$ cat src/rtl/fetch_unit_if.sv
// Fetch-stage bus: decode handshake, redirect port and instruction-RAM port.
// The master modport belongs to fetch_unit; the slave modport is the surrounding pipeline/RAM.
interface fetch_unit_if #(
  parameter int unsigned ADDR_WIDTH = 32,
  parameter int unsigned IMEM_AW    = 10
) ();
  logic                  W_redirect_valid;
  logic [ADDR_WIDTH-1:0] W_redirect_pc;
  logic                  W_id_ready;
  logic                  W_instr_valid;
  logic [31:0]           W_instr;
  logic [ADDR_WIDTH-1:0] W_IF_PC;
  logic                  W_imem_en;
  logic [IMEM_AW-1:0]    W_imem_addr;
  logic [31:0]           W_imem_rdata;

  modport master (
    input  W_redirect_valid, W_redirect_pc, W_id_ready, W_imem_rdata,
    output W_instr_valid, W_instr, W_IF_PC, W_imem_en, W_imem_addr
  );

  modport slave (
    output W_redirect_valid, W_redirect_pc, W_id_ready, W_imem_rdata,
    input  W_instr_valid, W_instr, W_IF_PC, W_imem_en, W_imem_addr
  );
endinterface

$ cat src/rtl/fetch_unit.sv
// Decoupled instruction fetch: issues RAM reads under a credit limit, tags each
// returned word with its PC and queues it for decode; a redirect flushes and restarts.
module fetch_unit #(
  parameter int unsigned           ADDR_WIDTH = 32,
  parameter logic [ADDR_WIDTH-1:0] RESET_PC   = '0,
  parameter int unsigned           FQ_DEPTH   = 4,
  parameter int unsigned           IMEM_AW    = 10
) (
  input logic         clk,
  input logic         rst,
  fetch_unit_if.master bus
);
  localparam int unsigned PW = $clog2(FQ_DEPTH);
  localparam int unsigned CW = PW + 1;
  localparam int unsigned OW = CW + 1;

  typedef logic [ADDR_WIDTH-1:0] pc_t;

  pc_t           fetch_pc_q, fetch_pc_d;
  pc_t           inflight_pc_q, inflight_pc_d;
  logic          inflight_q, inflight_d;
  logic [PW-1:0] rd_ptr_q, rd_ptr_d;
  logic [PW-1:0] wr_ptr_q, wr_ptr_d;
  logic [CW-1:0] count_q, count_d;

  logic [31:0]   instr_mem [FQ_DEPTH];
  pc_t           pc_mem    [FQ_DEPTH];

  pc_t           issue_pc;
  logic          pop, push, issue, credit_ok;
  logic [OW-1:0] occupancy;
  logic          unused_pc_bits;

  assign unused_pc_bits = ^bus.W_redirect_pc[1:0];

  // Occupancy counts queued words plus the read returning this cycle, minus the word leaving.
  always_comb begin
    pop       = (count_q != '0) && bus.W_id_ready;
    push      = inflight_q && !bus.W_redirect_valid;
    issue_pc  = bus.W_redirect_valid ? {bus.W_redirect_pc[ADDR_WIDTH-1:2], 2'b00} : fetch_pc_q;
    occupancy = {1'b0, count_q} + OW'(inflight_q) - OW'(pop);
    credit_ok = occupancy < OW'(FQ_DEPTH);
    issue     = rst && (bus.W_redirect_valid || credit_ok);
  end

  always_comb begin
    // NOTE: every variable gets its default first so no path leaves it unassigned (no latch).
    fetch_pc_d    = fetch_pc_q;
    inflight_d    = 1'b0;
    inflight_pc_d = inflight_pc_q;
    rd_ptr_d      = rd_ptr_q + PW'(pop);
    wr_ptr_d      = wr_ptr_q + PW'(push);
    count_d       = count_q + CW'(push) - CW'(pop);
    if (issue) begin
      fetch_pc_d    = issue_pc + pc_t'(4);
      inflight_d    = 1'b1;
      inflight_pc_d = issue_pc;
    end
    if (bus.W_redirect_valid) begin
      rd_ptr_d = '0;
      wr_ptr_d = '0;
      count_d  = '0;
    end
  end

  always_ff @(posedge clk or negedge rst) begin
    if (!rst) begin
      // NOTE: state registers use non-blocking assignments so all of them update together at the edge.
      fetch_pc_q    <= RESET_PC;
      inflight_q    <= 1'b0;
      inflight_pc_q <= '0;
      rd_ptr_q      <= '0;
      wr_ptr_q      <= '0;
      count_q       <= '0;
    end else begin
      fetch_pc_q    <= fetch_pc_d;
      inflight_q    <= inflight_d;
      inflight_pc_q <= inflight_pc_d;
      rd_ptr_q      <= rd_ptr_d;
      wr_ptr_q      <= wr_ptr_d;
      count_q       <= count_d;
    end
  end

  // NOTE: queue storage is not reset; count_q alone decides which entries are meaningful.
  always_ff @(posedge clk) begin
    if (push) begin
      instr_mem[wr_ptr_q] <= bus.W_imem_rdata;
      pc_mem[wr_ptr_q]    <= inflight_pc_q;
    end
  end

  assign bus.W_instr_valid = (count_q != '0);
  assign bus.W_instr       = bus.W_instr_valid ? instr_mem[rd_ptr_q] : '0;
  assign bus.W_IF_PC       = bus.W_instr_valid ? pc_mem[rd_ptr_q] : '0;
  assign bus.W_imem_en     = issue;
  assign bus.W_imem_addr   = issue_pc[IMEM_AW+1:2];
endmodule

$ cat src/flat_wrapper.sv
// flat-port wrapper written by rule: the top's interface ports become plain ports
module fetch_unit_flat 
#(
  parameter int unsigned           ADDR_WIDTH = 32,
  parameter logic [ADDR_WIDTH-1:0] RESET_PC   = '0,
  parameter int unsigned           FQ_DEPTH   = 4,
  parameter int unsigned           IMEM_AW    = 10
)
  (clk, rst, bus_W_redirect_valid, bus_W_redirect_pc, bus_W_id_ready, bus_W_imem_rdata, bus_W_instr_valid, bus_W_instr, bus_W_IF_PC, bus_W_imem_en, bus_W_imem_addr);
  fetch_unit_if #(.ADDR_WIDTH(ADDR_WIDTH), .IMEM_AW(IMEM_AW)) bus_i ();
  input logic clk;
  input logic rst;
  input wire logic [$bits(bus_i.W_redirect_valid)-1:0] bus_W_redirect_valid;
  input wire logic [$bits(bus_i.W_redirect_pc)-1:0] bus_W_redirect_pc;
  input wire logic [$bits(bus_i.W_id_ready)-1:0] bus_W_id_ready;
  input wire logic [$bits(bus_i.W_imem_rdata)-1:0] bus_W_imem_rdata;
  output wire logic [$bits(bus_i.W_instr_valid)-1:0] bus_W_instr_valid;
  output wire logic [$bits(bus_i.W_instr)-1:0] bus_W_instr;
  output wire logic [$bits(bus_i.W_IF_PC)-1:0] bus_W_IF_PC;
  output wire logic [$bits(bus_i.W_imem_en)-1:0] bus_W_imem_en;
  output wire logic [$bits(bus_i.W_imem_addr)-1:0] bus_W_imem_addr;
  assign bus_i.W_redirect_valid = bus_W_redirect_valid;
  assign bus_i.W_redirect_pc = bus_W_redirect_pc;
  assign bus_i.W_id_ready = bus_W_id_ready;
  assign bus_i.W_imem_rdata = bus_W_imem_rdata;
  assign bus_W_instr_valid = bus_i.W_instr_valid;
  assign bus_W_instr = bus_i.W_instr;
  assign bus_W_IF_PC = bus_i.W_IF_PC;
  assign bus_W_imem_en = bus_i.W_imem_en;
  assign bus_W_imem_addr = bus_i.W_imem_addr;
  fetch_unit #(.ADDR_WIDTH(ADDR_WIDTH), .RESET_PC(RESET_PC), .FQ_DEPTH(FQ_DEPTH), .IMEM_AW(IMEM_AW)) u_core (.clk(clk), .rst(rst), .bus(bus_i));
endmodule
$ cat config.mk
export PLATFORM = sky130hd
export DESIGN_NAME = fetch_unit_flat
export DESIGN_NICKNAME = d
export VERILOG_FILES = /design/src/rtl/fetch_unit_if.sv /design/src/rtl/fetch_unit.sv /design/src/flat_wrapper.sv
export SDC_FILE = /design/constraint.sdc
export NUM_CORES = 1
export LEC_CHECK = 0
export BUFFER_PORTS_ARGS = -buffer_cell sky130_fd_sc_hd__buf_4
export CAP_MARGIN = 20
export CORE_ASPECT_RATIO = 0.9
export CORE_UTILIZATION = 35
export DETAILED_ROUTE_END_ITERATION = 6
export PLACE_DENSITY = 0.57
export SYNTH_ARGS = -nofsm -noshare
export SYNTH_HDL_FRONTEND = slang
export SYNTH_SLANG_ARGS = --single-unit
$ cat constraint.sdc
create_clock -name clk -period 7.4 [get_ports clk]
set_clock_uncertainty 0.2 [all_clocks]
set_input_delay 0.74 -clock clk [delete_from_list [all_inputs] [get_ports clk]]
set_output_delay 0.74 -clock clk [all_outputs]
set_load 0.01 [all_outputs]
==> summary.md, run 1 <==
| Metric | Value |
|---|---|
| Pwr/cell area | `358 mW/mm²` |
| Width of the chip | `211 µm` |
| Worst relative slew slack | `29.7%` |
| Number of hold-repair buffers added at the cts stage | `0` |
| Setup Buffers After CTS | `0` |
| Netlist area before placement | `0.0137 mm²` |
| Final global-route overflow total | `0` |
| Share of async-settable or async-resettable flops after synthesis | `21.5%` |
| Number of nets still failing antenna checks after routing | `0` |
| Maximum buffer depth of the clock tree | `3` |
| Worst path setup slack after routing | `2.47 ns` |
| Filler-free cell count of the finished design | `1544` |
| Part of the cycle the worst path needs | `66.7%` |
| Antenna violations before repair | `0` |
| Tightest Pin Transition | `1.03 ns` |
| Largest fanout on the critical path | `64` |
| Clock H-tree levels | `2` |
| First-pass GRT wire length | `47200 µm` |
| Sum of net half-perimeters after detailed placement | `17900 µm` |
| Initial core utilization | `35.6%` |
| Top-level port count | `144` |
| Post-cts resize count | `0` |
| Grt peak-use layer | `met2` |
| Clock Latency Late Sink | `0.51 ns` |
| Global-route met1 utilization | `22.4%` |
| Post-detailed-routing wire length | `30100 µm` |
| Syn. warnings | `0` |
| Highest cell delay on the worst timing path | `0.48 ns` |
| Endpoint required time on the critical path | `6.46 ns` |
| Largest area contributor in the netlist | `edfxtp_1` |
| Post-Place Setup Slack | `2.90 ns` |
| Cell count after synthesis | `859` |
| Post-synthesis sequential area ratio | `66.8%` |
| Post-route standard cell area excluding fillers | `0.0164 mm²` |
| Critical Path Source Type | `flop` |
| Layout Nets | `1067` |
| TritonCTS clock tree | `yes` |
| Area delta synth->final | `20.0%` |
| Cell with the largest stage delay on the worst path | `or3_2` |
| Area share of the largest cell type after synthesis | `54.4%` |
| Number of buffers created by CTS | `37` |
| EDFF count, synth | `248` |
| Classification of the worst-slack hold path | `in -> async` |
| Final core area utilization | `42.7%` |
| Endpoints failing setup | `0` |
| Fmax | `0.203 GHz` |
| Largest net degree at the start of global routing | `67` |
| Average wire length per cell after detail routing | `19.5 µm` |
| Max-Cap Viols | `0` |
| Clock Tree Root | `clkbuf_16` |
| Number of distinct standard cells referenced by the synthesized netlist | `73` |
| Placement row count | `68` |
| Total number of vias | `7674` |
| Max Slew Vio Count | `0` |
| Routing usage on met3 | `3.14%` |
| Fraction of final layout cells sized beyond drive strength 1 | `30.4%` |
| Highest-count cells in the layout ignoring fill and taps | `edfxtp_1 (248), buf_4 (149), dfrtp_1 (66)` |
| Placeable core region | `0.0385 mm²` |
| Critical Setup Path Class | `reg -> out` |
| Ratio of routed vias to standard cells | `4.97` |
| Total negative setup slack | `0 ns` |
| RSZ-0062 raised after global routing | `false` |
| Area of the die | `0.0399 mm²` |
| Number of remaining DRC errors | `0` |
| Combined global-route utilization of all metal layers | `15.3%` |
| Maximum vdd ir drop | `186 µV` |
| Die height | `190 µm` |
| Initial drt markers | `425` |
| Arrival time worst endpoint | `3.99 ns` |
| Result of the run | `completed` |
| Most frequent standard cell in the layout excluding fill and tap cells | `edfxtp_1` |
| Routability congestion estimate from global placement | `0.798` |
| Antenna diodes | `0` |
| Most frequently used flop master after synthesis | `edfxtp_1` |
| Final hold vios | `0` |
| Worst setup EP type | `output port` |
| Fill cell instance count of the final layout | `3511` |
| Buffers on Ports | `139` |
| Placement-stage cell area | `0.0152 mm²` |
| Number of register bits inferred by synthesis | `316` |
| Number of placed instances with taps included | `1477` |
| Sink count of the clock tree | `316` |
| Static Leak | `5.88 nW` |
| Via count of the first global-routing pass | `7995` |
| Pre-Repair DR Iteration Count | `6` |
| Clock transition at the registers of the reported paths | `0.06 ns` |
| Cell breakdown of the critical path | `or3_2 -> buf_4 -> nand2_1 -> inv_1 -> nand2b_1 -> ha_1 -> a31oi_1 -> mux2_2 -> o21ai_4 -> inv_1 -> buf_4` |
| Final Critical Period | `4.93 ns` |
| Mean cell area of the mapped netlist | `16.0 µm²` |
| Top area cells in the synthesized netlist | `edfxtp_1 (54%), dfrtp_1 (12%), mux4_2 (10%)` |
| GR Util met2 | `23.4%` |
-- Yosys cell counts (all sizes together) (2+ instances only) --
library cell,n
o221a,2
ha,6
nor3,9
mux4,62
a211oi,6
o22a,2
o211ai,2
xnor2,18
nand4b,5
a311oi,3
nor2,27
and2,64
nor2b,6
nand2,64
a22oi,5
nand2b,2
a22o,2
a21oi,23
and4,2
clkbuf,21
nand3b,8
nand4,11
mux2,9
inv,15
mux2i,25
a31oi,4
o22ai,4
nor3b,3
nor4,2
o21ai,44
nand3,15
dfrtp,68
edfxtp,248
and3,8
buf,36
xor2,8
a41oi,3
-- worst paths after layout --
kind | slack (ns) | cells after the start | to | startpoint
setup / recovery | 2.47 | 11 | bus_W_imem_en | u_core.count_q[1]
hold / removal | 0.05 | 1 | u_core.fetch_pc_q[28] | rst
hold reg to reg | 0.31 | 2 | u_core.fetch_pc_q[7] | u_core.fetch_pc_q[7]
min in group clk | 0.23 | 1 | u_core.instr_mem[0][29] | bus_W_imem_rdata[29]
setup reg to reg | 2.98 | 12 | u_core.fetch_pc_q[19] | u_core.count_q[1]
max in group asynchronous | 5.98 | 2 | u_core.inflight_pc_q[13] | rst
-- final cells by class --
class | instances | area, µm² | share of cell area (%)
Sequential cell | 316 | 9160 | 55.7
Multi-Input combinational cell | 472 | 4210 | 25.6
Timing Repair Buffer | 150 | 1150 | 6.97
Clock buffer | 46 | 1030 | 6.28
Tap cell | 525 | 657 | 4.00
Clock inverter | 20 | 176 | 1.07
Inverter | 15 | 56.3 | 0.343
-- sequential cells by signal, summed over array words and instances, names as in the netlist --
| signal | cells |
|---|---|
| u_core.count_q | 3 |
| u_core.fetch_pc_q | 30 |
| u_core.inflight_pc_q | 30 |
| u_core.inflight_q | 1 |
| u_core.instr_mem | 128 |
| u_core.pc_mem | 120 |
| u_core.rd_ptr_q | 2 |
| u_core.wr_ptr_q | 2 |
-- per-stage QoR --
stage          hold WS, ns  power (mW)
6_report            0.0489        5.89
5_1_grt             0.0809        6.23
4_1_cts             0.0641        6.00
3_5_place_dp         0.298        4.18
3_3_place_gp         0.286        4.16
2_1_floorplan        0.244        3.47
-- cell families (layout without fill, tap and decap cells) --
group | Yosys count | in the layout | share of synthesized area, %
xor+xnor | 26 | 26 | 1.66
other cells | 1 | 2 | 0.0274
mux | 96 | 96 | 12.8
compound gates | 112 | 112 | 5.71
buf+inv | 72 | 231 | 2.76
fa+ha+maj | 7 | 7 | 0.694
flops | 316 | 316 | 66.8
simple gates | 229 | 229 | 9.60
-- critical path, delay by kind of cell, from the launching register on --
| family | cells | cell delay, ns |
|---|---|---|
| mux | 1 | 0.47 |
| compound gates | 2 | 0.74 |
| simple gates | 3 | 0.77 |
| buf+inv | 4 | 0.86 |
| fa+ha+maj | 1 | 0.22 |
| flops | 1 | 0.42 |
-- power by group --
group / switching, mW / internal [mW] / leakage (nW)
registers: 0.282 / 2.25 / 3.08
logic: 0.787 / 0.781 / 2.20
clock network: 0.699 / 1.09 / 0.595
total: 1.77 / 4.12 / 5.88
-- layer usage --
layer	part of all wire [%]	vias up	wire length (µm)
met3	4.9	36	1470
met5	0	-	0
met4	1.5	0	456
met2	46	176	13700
li1	-	3559	-
met1	48	3903	14500
Note: power is estimated with default switching activity, not from simulation.
==> run 2, diff against run 1 <==
==> constraint.sdc (replaced) <==
create_clock -name clk -period 5.15 [get_ports clk]
set_clock_uncertainty 0.2 [all_clocks]
set_input_delay 0.515 -clock clk [delete_from_list [all_inputs] [get_ports clk]]
set_output_delay 0.515 -clock clk [all_outputs]
set_load 0.01 [all_outputs]
==> summary.md, run 2 (synthesized netlist as in run 1, its figures left out) <==
| Metric | Value |
|---|---|
| Clock transition at the registers of the reported paths | `0.06 ns (about the same)` |
| Layout Nets | `1102 (+3.3%)` |
| Max-Cap Viols | `0 (unchanged)` |
| Average wire length per cell after detail routing | `19.2 µm (-1.7%)` |
| Largest register FFs | `128 (unchanged)` |
| Clock H-tree levels | `2 (unchanged)` |
| Reg-to-Reg Start | `u_core.count_q[1]` |
| Result of the run | `completed` |
| Area delta synth->final | `22.1%` |
| Largest fanout on the critical path | `9 (-86%)` |
| Placement row count | `68 (unchanged)` |
| Combined global-route utilization of all metal layers | `15.3% (+0.036 points)` |
| Fmax | `0.249 GHz` |
| Placeable core region | `0.0385 mm² (unchanged)` |
| Endpoint required time on the critical path | `4.43 ns (-2.03 ns)` |
| Cell with the largest stage delay on the worst path | `or3_2` |
| Clock Latency Late Sink | `0.51 ns (about the same)` |
| Maximum buffer depth of the clock tree | `3 (unchanged)` |
| Worst setup EP type | `output port` |
| Critical Path Source Type | `flop` |
| Most frequent standard cell in the layout excluding fill and tap cells | `edfxtp_1` |
| Number of buffers created by CTS | `36 (-2.7%)` |
| Tightest Pin Transition | `1.06 ns (+0.0306 ns)` |
| Width of the chip | `211 µm (unchanged)` |
| Endpoints failing setup | `0 (unchanged)` |
| Final Critical Period | `4.01 ns` |
| Fraction of final layout cells sized beyond drive strength 1 | `29.1% (-1.3 points)` |
| Classification of the worst-slack hold path | `in -> reg` |
| Number of placed instances with taps included | `1480 (+0.20%)` |
| Pwr/cell area | `501 mW/mm² (+40%)` |
| Largest register by flop count | `u_core.instr_mem` |
| Filler-free cell count of the finished design | `1574 (+1.9%)` |
| Launch point of the critical path | `u_core.count_q[1]` |
| Post-detailed-routing wire length | `30200 µm (+0.25%)` |
| Maximum vdd ir drop | `226 µV (+21%)` |
| RSZ-0062 raised after global routing | `false` |
| Worst Hold Slack | `0.105 ns (+0.0560 ns)` |
| Max Slew Vio Count | `0 (unchanged)` |
| Arrival time worst endpoint | `3.29 ns (-0.70 ns)` |
| Routability congestion estimate from global placement | `0.771 (-3.5%)` |
| Sink count of the clock tree | `316 (unchanged)` |
| Hold wc startpoint | `bus_W_redirect_pc[30]` |
| Final core area utilization | `43.5% (+0.76 points)` |
| Part of the cycle the worst path needs | `77.8%` |
| Static Leak | `5.98 nW (+1.6%)` |
| Antenna violations before repair | `0 (unchanged)` |
| Initial drt markers | `473 (+11%)` |
| Highest cell delay on the worst timing path | `0.50 ns (+0.02 ns)` |
| Number of remaining DRC errors | `0 (unchanged)` |
| Fill cell instance count of the final layout | `3510 (-0.028%)` |
| Final global-route overflow total | `0 (unchanged)` |
| Top-level port count | `144 (unchanged)` |
| Top flop regs | `u_core.instr_mem: 128 flops, u_core.pc_mem: 120 flops` |
| Number of nets still failing antenna checks after routing | `0 (unchanged)` |
| Total negative setup slack | `0 ns (unchanged)` |
| Buffers on Ports | `139 (unchanged)` |
| Total number of vias | `7802 (+1.7%)` |
| Clock Tree Root | `clkbuf_16` |
| Initial core utilization | `35.6% (unchanged)` |
| Cell breakdown of the critical path | `or3_2 -> nand2_1 -> inv_1 -> nand2b_1 -> ha_1 -> a31oi_1 -> mux2_2 -> o21ai_4 -> inv_1 -> buf_4` |
| Largest net degree at the start of global routing | `87 (+30%)` |
| Sum of net half-perimeters after detailed placement | `17600 µm (-1.3%)` |
| Final hold vios | `0 (unchanged)` |
| Post-cts resize count | `0 (unchanged)` |
| CP dominant cell by count | `inv_1` |
| Pre-Repair DR Iteration Count | `4 (-2)` |
| Die height | `190 µm (unchanged)` |
| Critical Setup Path Class | `reg -> out` |
| Total power consumption of the routed design | `8.37 mW (+42%)` |
| Highest-count cells in the layout ignoring fill and taps | `edfxtp_1 (248), buf_4 (149), dfrtp_1 (66)` |
| Via count of the first global-routing pass | `7872 (-1.5%)` |
| Antenna diodes | `0 (unchanged)` |
| Area of the die | `0.0399 mm² (unchanged)` |
| Worst relative slew slack | `29.6% (-0.085 points)` |
| TritonCTS clock tree | `yes` |
| Ratio of routed vias to standard cells | `4.96 (-0.27%)` |
| First-pass GRT wire length | `46900 µm (-0.47%)` |
## run 2: cell count changes in the layout (fill, tap and decap cells not counted), moves of 2 or more
cell,previous run,this run
dlygate4sd3_1,0,33
clkbuf_1,4,10
clkinv_2,8,3
clkinv_1,6,2
buf_12,0,3
clkbuf_16,39,37
## run 2: worst max-delay path, delay by kind of cell, from the launching register on
kind	cells	cell delay [ns]
buffers and inverters	3	0.54
AND/OR/NAND/NOR	3	0.69
multiplexers	1	0.47
AO/OA/AOI/OAI	2	0.43
adder cells (fa/ha/maj)	1	0.22
flip-flops	1	0.42
## run 2: power breakdown
part / leakage (nW) / switching, mW / internal, mW
Combinational: 2.37 / 1.20 / 1.18
Clock: 0.530 / 0.974 / 1.44
Sequential: 3.08 / 0.352 / 3.23
Total: 5.98 / 2.52 / 5.85
## run 2: layout make-up
cell class	count	area [µm²]	area share [%]
Sequential cell	316	9160	54.7
Multi-Input combinational cell	472	4220	25.2
Clock buffer	49	991	5.92
Inverter	15	56.3	0.337
Tap cell	525	657	3.93
Timing Repair Buffer	186	1540	9.18
Clock inverter	11	114	0.681
## run 2: worst paths after layout
check	end	slack (ns)	depth (start not counted)
max	bus_W_imem_en	1.14	10
min	u_core.fetch_pc_q[30]	0.10	3
max reg2reg	u_core.fetch_pc_q[19]	1.42	11
min reg2reg	u_core.fetch_pc_q[11]	0.31	2
max in group asynchronous	u_core.rd_ptr_q[0]	3.36	3
min in group asynchronous	u_core.fetch_pc_q[29]	0.36	2
## run 2: what timing repair did
action	4_1_cts	5_1_grt
hold endpoints to repair	161	0
setup endpoints to repair	0	0
buffers inserted	0	0
hold buffers	33	0
## run 2: routing by layer
metal	global-route usage, %	wire length, µm	vias to the layer above
met5	0	0	-
met4	3.90	444	0
met3	3.04	1460	36
met2	22.6	13500	195
met1	23.1	14800	3938
li1	-	-	3633
## run 2: stage by stage
step / setup slack [ns] / instance area [µm²]
after detailed placement: 1.44 / 15300
final: 1.14 / 16700
after floorplan: 0.274 / 13700
after CTS: 1.09 / 16700
after global placement: 1.45 / 15300
after global routing: 0.888 / 16700
